[src/rtl/cu_pkg.sv]
// Shared definitions for the datapath control unit.
// Holds the opcode map, the ALU operation codes, the sequencer phase encoding
// and the instruction-class enum produced by cu_decode.
package cu_pkg;

  // Opcodes, IR[31:27]
  localparam logic [4:0] OP_LD   = 5'b00000;
  localparam logic [4:0] OP_LDI  = 5'b00001;
  localparam logic [4:0] OP_ST   = 5'b00010;
  localparam logic [4:0] OP_ADD  = 5'b00011;
  localparam logic [4:0] OP_SUB  = 5'b00100;
  localparam logic [4:0] OP_AND  = 5'b00101;
  localparam logic [4:0] OP_OR   = 5'b00110;
  localparam logic [4:0] OP_ADDI = 5'b01100;
  localparam logic [4:0] OP_ANDI = 5'b01101;
  localparam logic [4:0] OP_ORI  = 5'b01110;
  localparam logic [4:0] OP_BR   = 5'b10010;
  localparam logic [4:0] OP_IN   = 5'b10110;
  localparam logic [4:0] OP_OUT  = 5'b10111;
  localparam logic [4:0] OP_MFHI = 5'b11000;
  localparam logic [4:0] OP_MFLO = 5'b11001;
  localparam logic [4:0] OP_NOP  = 5'b11010;
  localparam logic [4:0] OP_HALT = 5'b11011;

  // ALU operation codes
  localparam logic [3:0] ALU_NONE = 4'b0000;
  localparam logic [3:0] ALU_ADD  = 4'b0100;
  localparam logic [3:0] ALU_SUB  = 4'b0101;
  localparam logic [3:0] ALU_AND  = 4'b0010;
  localparam logic [3:0] ALU_OR   = 4'b0011;

  // Fetch always runs F0..F2
  localparam logic [2:0] FETCH_LAST = 3'd2;

  typedef enum logic [1:0] {
    PH_RST   = 2'd0,
    PH_FETCH = 2'd1,
    PH_EXEC  = 2'd2,
    PH_HALT  = 2'd3
  } phase_t;

  typedef enum logic [3:0] {
    CL_RTYPE = 4'd0,
    CL_IMM   = 4'd1,
    CL_LDI   = 4'd2,
    CL_LD    = 4'd3,
    CL_ST    = 4'd4,
    CL_BR    = 4'd5,
    CL_IN    = 4'd6,
    CL_OUT   = 4'd7,
    CL_MFHI  = 4'd8,
    CL_MFLO  = 4'd9,
    CL_NOP   = 4'd10,
    CL_HALT  = 4'd11,
    CL_ILL   = 4'd12
  } iclass_t;

endpackage

[src/rtl/cu_decode.sv]
// Opcode decoder for the control unit (purely combinational).
// Ports:
//   i_opcode    - IR[31:27]
//   o_class     - instruction class (iclass_t encoding)
//   o_alu_op    - ALU code used in the compute step of the class
//   o_last_step - index of the final execute step of the class
module cu_decode
  import cu_pkg::*;
(
  input  logic [4:0] i_opcode,
  output logic [3:0] o_class,
  output logic [3:0] o_alu_op,
  output logic [2:0] o_last_step
);

  always_comb begin
    o_class     = CL_ILL;
    o_alu_op    = ALU_NONE;
    o_last_step = 3'd0;
    case (i_opcode)
      OP_ADD:  begin o_class = CL_RTYPE; o_alu_op = ALU_ADD; o_last_step = 3'd2; end
      OP_SUB:  begin o_class = CL_RTYPE; o_alu_op = ALU_SUB; o_last_step = 3'd2; end
      OP_AND:  begin o_class = CL_RTYPE; o_alu_op = ALU_AND; o_last_step = 3'd2; end
      OP_OR:   begin o_class = CL_RTYPE; o_alu_op = ALU_OR;  o_last_step = 3'd2; end
      OP_ADDI: begin o_class = CL_IMM;   o_alu_op = ALU_ADD; o_last_step = 3'd2; end
      OP_ANDI: begin o_class = CL_IMM;   o_alu_op = ALU_AND; o_last_step = 3'd2; end
      OP_ORI:  begin o_class = CL_IMM;   o_alu_op = ALU_OR;  o_last_step = 3'd2; end
      // Address / target arithmetic is always an add
      OP_LDI:  begin o_class = CL_LDI;   o_alu_op = ALU_ADD; o_last_step = 3'd2; end
      OP_LD:   begin o_class = CL_LD;    o_alu_op = ALU_ADD; o_last_step = 3'd4; end
      OP_ST:   begin o_class = CL_ST;    o_alu_op = ALU_ADD; o_last_step = 3'd4; end
      OP_BR:   begin o_class = CL_BR;    o_alu_op = ALU_ADD; o_last_step = 3'd3; end
      OP_IN:   o_class = CL_IN;
      OP_OUT:  o_class = CL_OUT;
      OP_MFHI: o_class = CL_MFHI;
      OP_MFLO: o_class = CL_MFLO;
      OP_NOP:  o_class = CL_NOP;
      OP_HALT: o_class = CL_HALT;
      default: o_class = CL_ILL;
    endcase
  end

endmodule

[src/rtl/datapath_control_unit.sv]
// Hardwired fetch/decode/execute sequencer for the single-bus datapath.
// Ports:
//   clock, clear        - rising-edge clock, synchronous active-high reset
//   IR, CON, Stop       - instruction register, branch condition, halt request
//   *out                - bus drivers (at most one active per cycle)
//   *in, IncPC          - register enables
//   Gra/Grb/Grc/Rin/Rout - register-file select controls
//   Read/Write/MD_read  - memory controls
//   alu_op/alu_en       - ALU control
//   Run, illegal        - status
//
// phase    | meaning
// ---------+-----------------------------------------------------------
// PH_RST   | reset hold, all outputs low, counts RESET_PC_HOLD cycles
// PH_FETCH | F0..F2: PC->MAR, memory->MDR, MDR->IR
// PH_EXEC  | E0..En: opcode-dependent execute steps
// PH_HALT  | parked, all outputs low, only clear leaves
module datapath_control_unit
  import cu_pkg::*;
#(
  parameter int RESET_PC_HOLD  = 1,
  parameter int EXEC_STEPS_MAX = 5
) (
  input  logic        clock,
  input  logic        clear,
  input  logic [31:0] IR,
  input  logic        CON,
  input  logic        Stop,
  output logic        PCout,
  output logic        MDRout,
  output logic        Zhighout,
  output logic        Zlowout,
  output logic        HIout,
  output logic        LOout,
  output logic        InPortout,
  output logic        Csignout,
  output logic        BAout,
  output logic        PCin,
  output logic        IRin,
  output logic        MARin,
  output logic        MDRin,
  output logic        Yin,
  output logic        Zlowin,
  output logic        Zhighin,
  output logic        HIin,
  output logic        LOin,
  output logic        Out_Portin,
  output logic        CONin,
  output logic        IncPC,
  output logic        Gra,
  output logic        Grb,
  output logic        Grc,
  output logic        Rin,
  output logic        Rout,
  output logic        Read,
  output logic        Write,
  output logic        MD_read,
  output logic [3:0]  alu_op,
  output logic        alu_en,
  output logic        Run,
  output logic        illegal
);

  localparam logic [2:0] STEP_LIMIT = 3'(EXEC_STEPS_MAX - 1);
  localparam logic [3:0] HOLD_INIT  = 4'(RESET_PC_HOLD);

  phase_t     r_phase;
  logic [2:0] r_step;
  logic [3:0] r_hold;
  logic       r_illegal;
  logic       r_stop_req;

  logic [3:0] w_class_raw;
  iclass_t    w_class;
  logic [3:0] w_alu_op;
  logic [2:0] w_last_step;
  logic       w_exec_done;
  logic       w_unused_ir;

  cu_decode u_decode (
    .i_opcode    (IR[31:27]),
    .o_class     (w_class_raw),
    .o_alu_op    (w_alu_op),
    .o_last_step (w_last_step)
  );

  assign w_class     = iclass_t'(w_class_raw);
  assign w_unused_ir = ^IR[26:0];
  // Step limit guards the counter even if a decode entry were wrong
  assign w_exec_done = (r_step >= w_last_step) || (r_step == STEP_LIMIT);

  // Stop is remembered until the instruction boundary so a short pulse
  // mid-instruction still halts once the current instruction completes.
  always_ff @(posedge clock) begin
    if (clear) begin
      r_phase    <= PH_RST;
      r_step     <= 3'd0;
      r_hold     <= HOLD_INIT;
      r_illegal  <= 1'b0;
      r_stop_req <= 1'b0;
    end else begin
      case (r_phase)
        PH_RST: begin
          if (r_hold == 4'd0) begin
            r_phase <= PH_FETCH;
            r_step  <= 3'd0;
          end else begin
            r_hold <= r_hold - 4'd1;
          end
        end
        PH_FETCH: begin
          if (Stop) r_stop_req <= 1'b1;
          if (r_step == FETCH_LAST) begin
            r_phase <= PH_EXEC;
            r_step  <= 3'd0;
          end else begin
            r_step <= r_step + 3'd1;
          end
        end
        PH_EXEC: begin
          if (w_class == CL_ILL) begin
            r_illegal  <= 1'b1;
            r_phase    <= PH_HALT;
            r_step     <= 3'd0;
            r_stop_req <= 1'b0;
          end else if (w_class == CL_HALT) begin
            r_phase    <= PH_HALT;
            r_step     <= 3'd0;
            r_stop_req <= 1'b0;
          end else if (w_exec_done) begin
            r_step     <= 3'd0;
            r_stop_req <= 1'b0;
            r_phase    <= (Stop || r_stop_req) ? PH_HALT : PH_FETCH;
          end else begin
            if (Stop) r_stop_req <= 1'b1;
            r_step <= r_step + 3'd1;
          end
        end
        default: begin
          r_phase <= PH_HALT;
        end
      endcase
    end
  end

  assign Run     = (r_phase == PH_FETCH) || (r_phase == PH_EXEC);
  assign illegal = r_illegal;

  always_comb begin
    PCout = 1'b0; MDRout = 1'b0; Zhighout = 1'b0; Zlowout = 1'b0;
    HIout = 1'b0; LOout = 1'b0; InPortout = 1'b0; Csignout = 1'b0;
    BAout = 1'b0;
    PCin = 1'b0; IRin = 1'b0; MARin = 1'b0; MDRin = 1'b0; Yin = 1'b0;
    Zlowin = 1'b0; Zhighin = 1'b0; HIin = 1'b0; LOin = 1'b0;
    Out_Portin = 1'b0; CONin = 1'b0; IncPC = 1'b0;
    Gra = 1'b0; Grb = 1'b0; Grc = 1'b0; Rin = 1'b0; Rout = 1'b0;
    Read = 1'b0; Write = 1'b0; MD_read = 1'b0;
    alu_op = ALU_NONE; alu_en = 1'b0;

    if (r_phase == PH_FETCH) begin
      case (r_step)
        3'd0: begin PCout = 1'b1; MARin = 1'b1; IncPC = 1'b1; end
        3'd1: begin Read = 1'b1; MD_read = 1'b1; MDRin = 1'b1; end
        3'd2: begin MDRout = 1'b1; IRin = 1'b1; end
        default: ;
      endcase
    end else if (r_phase == PH_EXEC) begin
      case (w_class)
        CL_RTYPE, CL_IMM: begin
          case (r_step)
            3'd0: begin Grb = 1'b1; Rout = 1'b1; Yin = 1'b1; end
            3'd1: begin
              if (w_class == CL_IMM) begin
                Csignout = 1'b1;
              end else begin
                Grc  = 1'b1;
                Rout = 1'b1;
              end
              alu_en  = 1'b1;
              alu_op  = w_alu_op;
              Zlowin  = 1'b1;
              Zhighin = 1'b1;
            end
            3'd2: begin Zlowout = 1'b1; Gra = 1'b1; Rin = 1'b1; end
            default: ;
          endcase
        end
        CL_LDI, CL_LD, CL_ST: begin
          case (r_step)
            3'd0: begin Grb = 1'b1; BAout = 1'b1; Yin = 1'b1; end
            3'd1: begin
              Csignout = 1'b1;
              alu_en   = 1'b1;
              alu_op   = w_alu_op;
              Zlowin   = 1'b1;
            end
            3'd2: begin
              Zlowout = 1'b1;
              if (w_class == CL_LDI) begin
                Gra = 1'b1;
                Rin = 1'b1;
              end else begin
                MARin = 1'b1;
              end
            end
            3'd3: begin
              MDRin = 1'b1;
              if (w_class == CL_LD) begin
                Read    = 1'b1;
                MD_read = 1'b1;
              end else if (w_class == CL_ST) begin
                Gra  = 1'b1;
                Rout = 1'b1;
              end
            end
            3'd4: begin
              MDRout = 1'b1;
              if (w_class == CL_LD) begin
                Gra = 1'b1;
                Rin = 1'b1;
              end else if (w_class == CL_ST) begin
                Write = 1'b1;
              end
            end
            default: ;
          endcase
        end
        CL_BR: begin
          case (r_step)
            3'd0: begin Gra = 1'b1; Rout = 1'b1; CONin = 1'b1; end
            3'd1: begin PCout = 1'b1; Yin = 1'b1; end
            3'd2: begin
              Csignout = 1'b1;
              alu_en   = 1'b1;
              alu_op   = w_alu_op;
              Zlowin   = 1'b1;
            end
            3'd3: begin
              // Not-taken branch spends this step idle to keep timing fixed
              if (CON) begin
                Zlowout = 1'b1;
                PCin    = 1'b1;
              end
            end
            default: ;
          endcase
        end
        CL_IN: begin
          if (r_step == 3'd0) begin InPortout = 1'b1; Gra = 1'b1; Rin = 1'b1; end
        end
        CL_OUT: begin
          if (r_step == 3'd0) begin Gra = 1'b1; Rout = 1'b1; Out_Portin = 1'b1; end
        end
        CL_MFHI: begin
          if (r_step == 3'd0) begin HIout = 1'b1; Gra = 1'b1; Rin = 1'b1; end
        end
        CL_MFLO: begin
          if (r_step == 3'd0) begin LOout = 1'b1; Gra = 1'b1; Rin = 1'b1; end
        end
        default: ;
      endcase
    end
  end

endmodule

[config.mk]
export PLATFORM = sky130hd
export DESIGN_NAME = datapath_control_unit
export DESIGN_NICKNAME = d
export VERILOG_FILES = /design/src/rtl/cu_pkg.sv /design/src/rtl/cu_decode.sv /design/src/rtl/datapath_control_unit.sv
export SDC_FILE = /design/constraint.sdc
export NUM_CORES = 1
export LEC_CHECK = 0
export CAP_MARGIN = 15
export CORE_ASPECT_RATIO = 1.25
export CORE_MARGIN = 3
export CORE_UTILIZATION = 50
export DETAILED_ROUTE_END_ITERATION = 8
export DONT_BUFFER_PORTS = 1
export SLEW_MARGIN = 20
export SYNTH_ARGS = -nofsm -noshare
export SYNTH_HDL_FRONTEND = slang
export SYNTH_SLANG_ARGS = --single-unit
export TNS_END_PERCENT = 50
[constraint.sdc]
create_clock -name clock -period 2.8 [get_ports clock]
set_clock_uncertainty 0.15 [all_clocks]
set_input_delay 0.42 -clock clock [delete_from_list [all_inputs] [get_ports clock]]
set_output_delay 0.42 -clock clock [all_outputs]
set_load 0.05 [all_outputs]
=== After elaboration in Yosys (flattened, before gate mapping) ===
Index checks and enable logic that the tools add are counted.

* Bits in registers: 11
* Input bits: 36
* Output and inout bits: 36
* Logic and storage cells: 192

* Add/subtract/negate cells: 2
* Order comparisons: 1
* Equal/unequal tests: 36
* Multiplexer cells: 120
* Bitwise gates (word level): 1
* Reduce and logical (&&, ||, !) cells: 27

{| class="wikitable"
|+ Operators with widths
! cell !! count
|-
| $mux W1 || 88
|-
| $pmux W4 S12 || 1
|-
| $eq A5 B5 Y1 const B || 7
|-
| $pmux W3 S3 || 2
|-
| $eq A4 B3 Y1 const B || 4
|-
| $eq A4 B4 Y1 const B || 4
|-
| $mux W4 || 4
|-
| $eq A5 B3 Y1 const B || 3
|-
| $eq A5 B4 Y1 const B || 3
|-
| $mux W3 || 5
|-
| $pmux W1 S3 || 5
|-
| $mux W2 || 6
|-
| $pmux W1 S2 || 6
|-
| $pmux W3 S4 || 1
|-
| $eq A5 B2 Y1 const B || 2
|-
| $reduce_or A2 Y1 || 5
|-
| $reduce_or A5 Y1 || 2
|-
| $reduce_or A3 Y1 || 3
|-
| $eq A4 B2 Y1 const B || 2
|-
| $logic_not A4 Y1 || 2
|-
| $pmux W4 S2 || 1
|-
| $reduce_or A8 Y1 || 1
|-
| $eq A3 B2 Y1 const B || 2
|-
| $pmux W2 S3 || 1
|-
| 22 further kinds || 27
|}

=== Longest topological paths before layout ===
* Depth after elaboration: 10
* Gate-level depth with buffers: 11
* Depth with buffers taken out: 9

=== Cells and area by module ===
Synthesis repeated with hierarchy kept, for this count alone.

* Cells, all modules: 216
* Area total of the unflattened synthesis: 1570.3 um^2

{| class="wikitable"
|+ Modules (own cells, without submodules)
! module !! instances !! cells an instance !! area each (um^2) !! sequential area each (um^2)
|-
| datapath_control_unit || 1 || 177 || 1318.8 || 220.2
|-
| cu_decode || 1 || 39 || 251.5 || 0.0
|}

=== Least setup slack after synthesis ===
No wires, ideal clock.

* Kind: reg-to-output
* Start: register r_phase[0]
* End: output port Rout
* Arrival: 2.767 ns
* Data required time: 2.230 ns
* Path slack: -0.537 ns
* Stages on the path, launching flop included: 9
* Buffers on the path: 1
* Path through: dfxtp_1 > inv_1 > ha_1 > nor2b_1 > buf_2 > nand3_1 > a211oi_2 > o22ai_1 > a21oi_1

* Longest elaborated chain between the ends: 3
* Elaborated cells between the ends (all ways): 4
* Classes of those cells: 2 x eq/ne; 2 x mux

{| class="wikitable"
|+ RTL lines
! item !! RTL line !! RTL
|-
| from (decl) || datapath_control_unit.sv:67 || <nowiki>phase_t r_phase;</nowiki>
|-
| from (signal assigned) || datapath_control_unit.sv:133 || <nowiki>r_phase <= (Stop || r_stop_req) ? PH_HALT : PH_FETCH;</nowiki>
|-
| $eq A2 B2 Y1 || datapath_control_unit.sv:167 || <nowiki>end else if (r_phase == PH_EXEC) begin</nowiki>
|-
| $mux W1 || datapath_control_unit.sv:167 ||
|-
| $mux W1 (*) || datapath_control_unit.sv:160 || <nowiki>if (r_phase == PH_FETCH) begin</nowiki>
|-
| to (decl) || datapath_control_unit.sv:54 || <nowiki>output logic Rout,</nowiki>
|}

Every way passes the cells marked *; elsewhere a longest branch is shown, timed or not.

=== Final worst setup path ===
* Start: register r_phase[1]
* End: output port Rout

Same word-level chain as after synthesis.

==> key figures <==
STA
  – Final setup margin: approximately 0.095 ns
  – Max transition margin: between 60 and 70%
  – Max Fclk: between 0.3 and 0.4 GHz
  – Tcrit/Tclk final: 96.61%
  – Min Tclk post-route: roughly 2.7 ns
  – Worst-margin pin slew: approximately 0.5 ns
  – Final Slew Violations: 0
  – Final setup violation count: 0
  – Final hold violation count: 0
  – Setup repair after global routing missed its margin: false

Die
  – Core area: 0.002811 sq mm
  – Die X: 55.81 um
  – FP Rows: 21
  – Area of the die: approximately 0.0038 sq mm
  – Initial Util: roughly 55%
  – Num ports: 72
  – Die height: roughly 68 um

Critical path
  – Critical Path, Cell by Cell: inv_1, ha_1, nor2b_1, nand3_1, a211oi_2, o22ai_1, a21oi_2, buf_12
  – Crit Path Class: flop to primary output
  – Critical path's slowest cell: dfxtp_1
  – Crit path launch type: flop
  – CP max FO: 8
  – Crit path max-delay family: compound AO/OA/AOI/OAI gates
  – CP required: between 2 and 2.5 ns
  – Critical Path AT: approximately 2.1 ns
  – Critical path buffers and inverters: 2
  – Crit end category: primary output
  – CP peak stage delay: 0.37 ns

Finish
  – Most common cell after layout, fill and taps aside: buf_4
  – Antenna fix cells: 0
  – Layout Nets: 280
  – Core Util, Final: between 60% and 70%
  – Layout cells sized above 1: 24.02%
  – Area growth syn-to-layout: 14.29%
  – Fill cell count: approximately 260
  – Commonest cells after routing, fill and taps aside: 27 x buf_4, 20 x nor2_1, 16 x nand2_1
  – Final cell count without fillers: about 260

Detailed routing
  – DR DRC count: 0
  – Antenna Nets Post-Route: 0
  – Vias: 1572
  – Routed WL: approximately 4000 um
  – First-pass DRT Iterations: 4
  – DR vias/cell: 5.977
  – Wire per inst: 14.86 um
  – DRT iter0 DRCs: around 60

Synth
  – Synthesized cell area: between 0.0015 and 0.002 sq mm
  – Sequential area share after synthesis: roughly 14%
  – Syn avg cell area: about 7.4 sq um
  – Asr flop ratio synth: 0%
  – Mapped Cells: between 200 and 250
  – Ys flop type: dfxtp_1
  – Dominant cell type by area after synthesis: dfxtp_1
  – FF+latch count, synth: 11
  – Synth top area share: between 10% and 20%
  – Yosys cell types: 57
  – Post-synth EDFFs: 0
  – Ys Warns: 0
  – Synth top area cells: dfxtp_1 14%, ha_1 11%, nor2_1 4.8%

Placed design
  – Cells after DPL: between 200 and 300
  – DP Worst Slack: between 0.15 and 0.2 ns
  – Post-DP HPWL: 3073 um
  – I/O Buffers: 0
  – Gpl congestion: approximately 0.85

GRT
  – Initial antenna violation count: 0
  – Largest net degree at the start of global routing: 23
  – First-pass GRT wire length: between 6000 and 7000 um
  – Grt ovf: 0
  – All-Layer GR Usage: about a fifth
  – Vias in the first global route: about 1.5k

Clock tree
  – H-tree Lvls: 1
  – Post-cts sizing count: 0
  – Max Buffers Root-to-Sink: 2
  – Post-CTS setup buffers: 0
  – CTS Root Cell: clkbuf_4
  – Inserted Clock Buffers: 3
  – Sink Count: 11
  – TritonCTS clock tree: done
  – CTS Hold Bufs: 0
  – Worst skew pair latency: between 0.2 and 0.3 ns
  – Clk slew on worst S/H paths: ~0.07 ns

Power
  – Clock Power Share: between 10% and 20%
  – Worst VDD drop: around 0.46 mV
  – Cell Int Power: 0.0004635 W
  – Seq pwr share: approximately a quarter
  – Switching pwr: 0.0004644 W
  – Logic pwr share: between 60 and 70%
  – Total Power: around 0.00093 W
  – Power density cells: 523.7 mW/mm^2
  – Leak: between 0.7 and 0.8 nW
  – Sw Share: about half

Min path
  – Worst hold-check path type: primary input to flop

Job
  – Max cap viols: 0

Status
  – Status: finished, final reports clean
==> cells in the mapped netlist, drive strengths merged, types with 2 or more instances <==
cell type  count
a311oi         3
inv           17
xnor2          3
a21o           2
nand3          8
nand3b         3
clkbuf         3
and3           2
mux2i          3
o21ai          9
nor4           6
nor2          22
nor3           7
a31oi          4
nor3b          2
mux2           2
o22ai          4
nor2b          7
nand2         17
xor2           2
a211oi         2
a21oi         15
buf           13
dfxtp         11
ha            14
and2           2
nand2b         8
nand4          3
or2            2
==> logic make-up (layout without fill, tap and decap cells) <==
logic type                 after synthesis  count (layout)  synth area share (%)
AOI/OAI and AO/OA                       48              48                 21.87
xor gates and xnor gates                 5               5                 2.825
adders and majority gates               14              14                 11.30
buffers and inverters                   33              50                 11.30
DFF                                     11              11                 14.20
muxes                                    5               5                 3.390
other                                    1               4                0.2419
and+or+nand+nor                         92              92                 34.87
==> state kept, by name, indices dropped and copies added (netlist names) <==
signal / flops
r_step: 3
r_hold: 4
r_phase: 2
r_stop_req: 1
illegal: 1
==> per-layer routing <==
| metal | up-vias | global-route usage, % | wire length [um] |
|---|---|---|---|
| met5 | - | 0 | 0 |
| met4 | 0 | 8.207 | 87 |
| met3 | 9 | 2.075 | 228 |
| met2 | 55 | 40.68 | 1965 |
| met1 | 732 | 24.22 | 1627 |
| li1 | 776 | - | - |
==> metrics by stage <==
stage | area [sq um] | TNS (ns) | hold WS [ns]
3_5_place_dp | 1745 | 0 | 0.3443
6_report | 1772 | 0 | 0.05658
3_3_place_gp | 1745 | 0 | 0.3420
5_1_grt | 1772 | 0 | 0.05576
4_1_cts | 1772 | 0 | 0.05649
2_1_floorplan | 1572 | -0.3038 | 0.3353
==> power groups by stage <==
stage / clock network (W) / registers, W / logic, W
finish: 0.000109 / 0.000240 / 0.000578
global route: 0.000118 / 0.000247 / 0.000640
floorplan: 0 / 0.000236 / 0.000488
CTS: 0.000110 / 0.000240 / 0.000580
detailed placement: 0 / 0.000244 / 0.000577
global placement: 0 / 0.000240 / 0.000563
==> final cells by class <==
cell class                      instances  area [sq um]  area share [%]
Tap cell                               34         42.54           2.401
Inverter                               17         63.81           3.602
Multi-Input combinational cell        168          1176           66.38
Timing Repair Buffer                   29         242.7           13.70
Sequential cell                        11         220.2           12.43
Clock buffer                            4         26.28           1.483
==> final timing paths <==
path | startpoint | endpoint | slack (ns) | cells after the start
max reg2reg | r_step[0] | r_phase[0] | 0.69 | 7
min | clear | illegal | 0.06 | 1
max | r_phase[1] | Rout | 0.09 | 8
min reg2reg | r_hold[1] | r_hold[1] | 0.37 | 2
No activity file was read; power rests on OpenSTA's default activity.
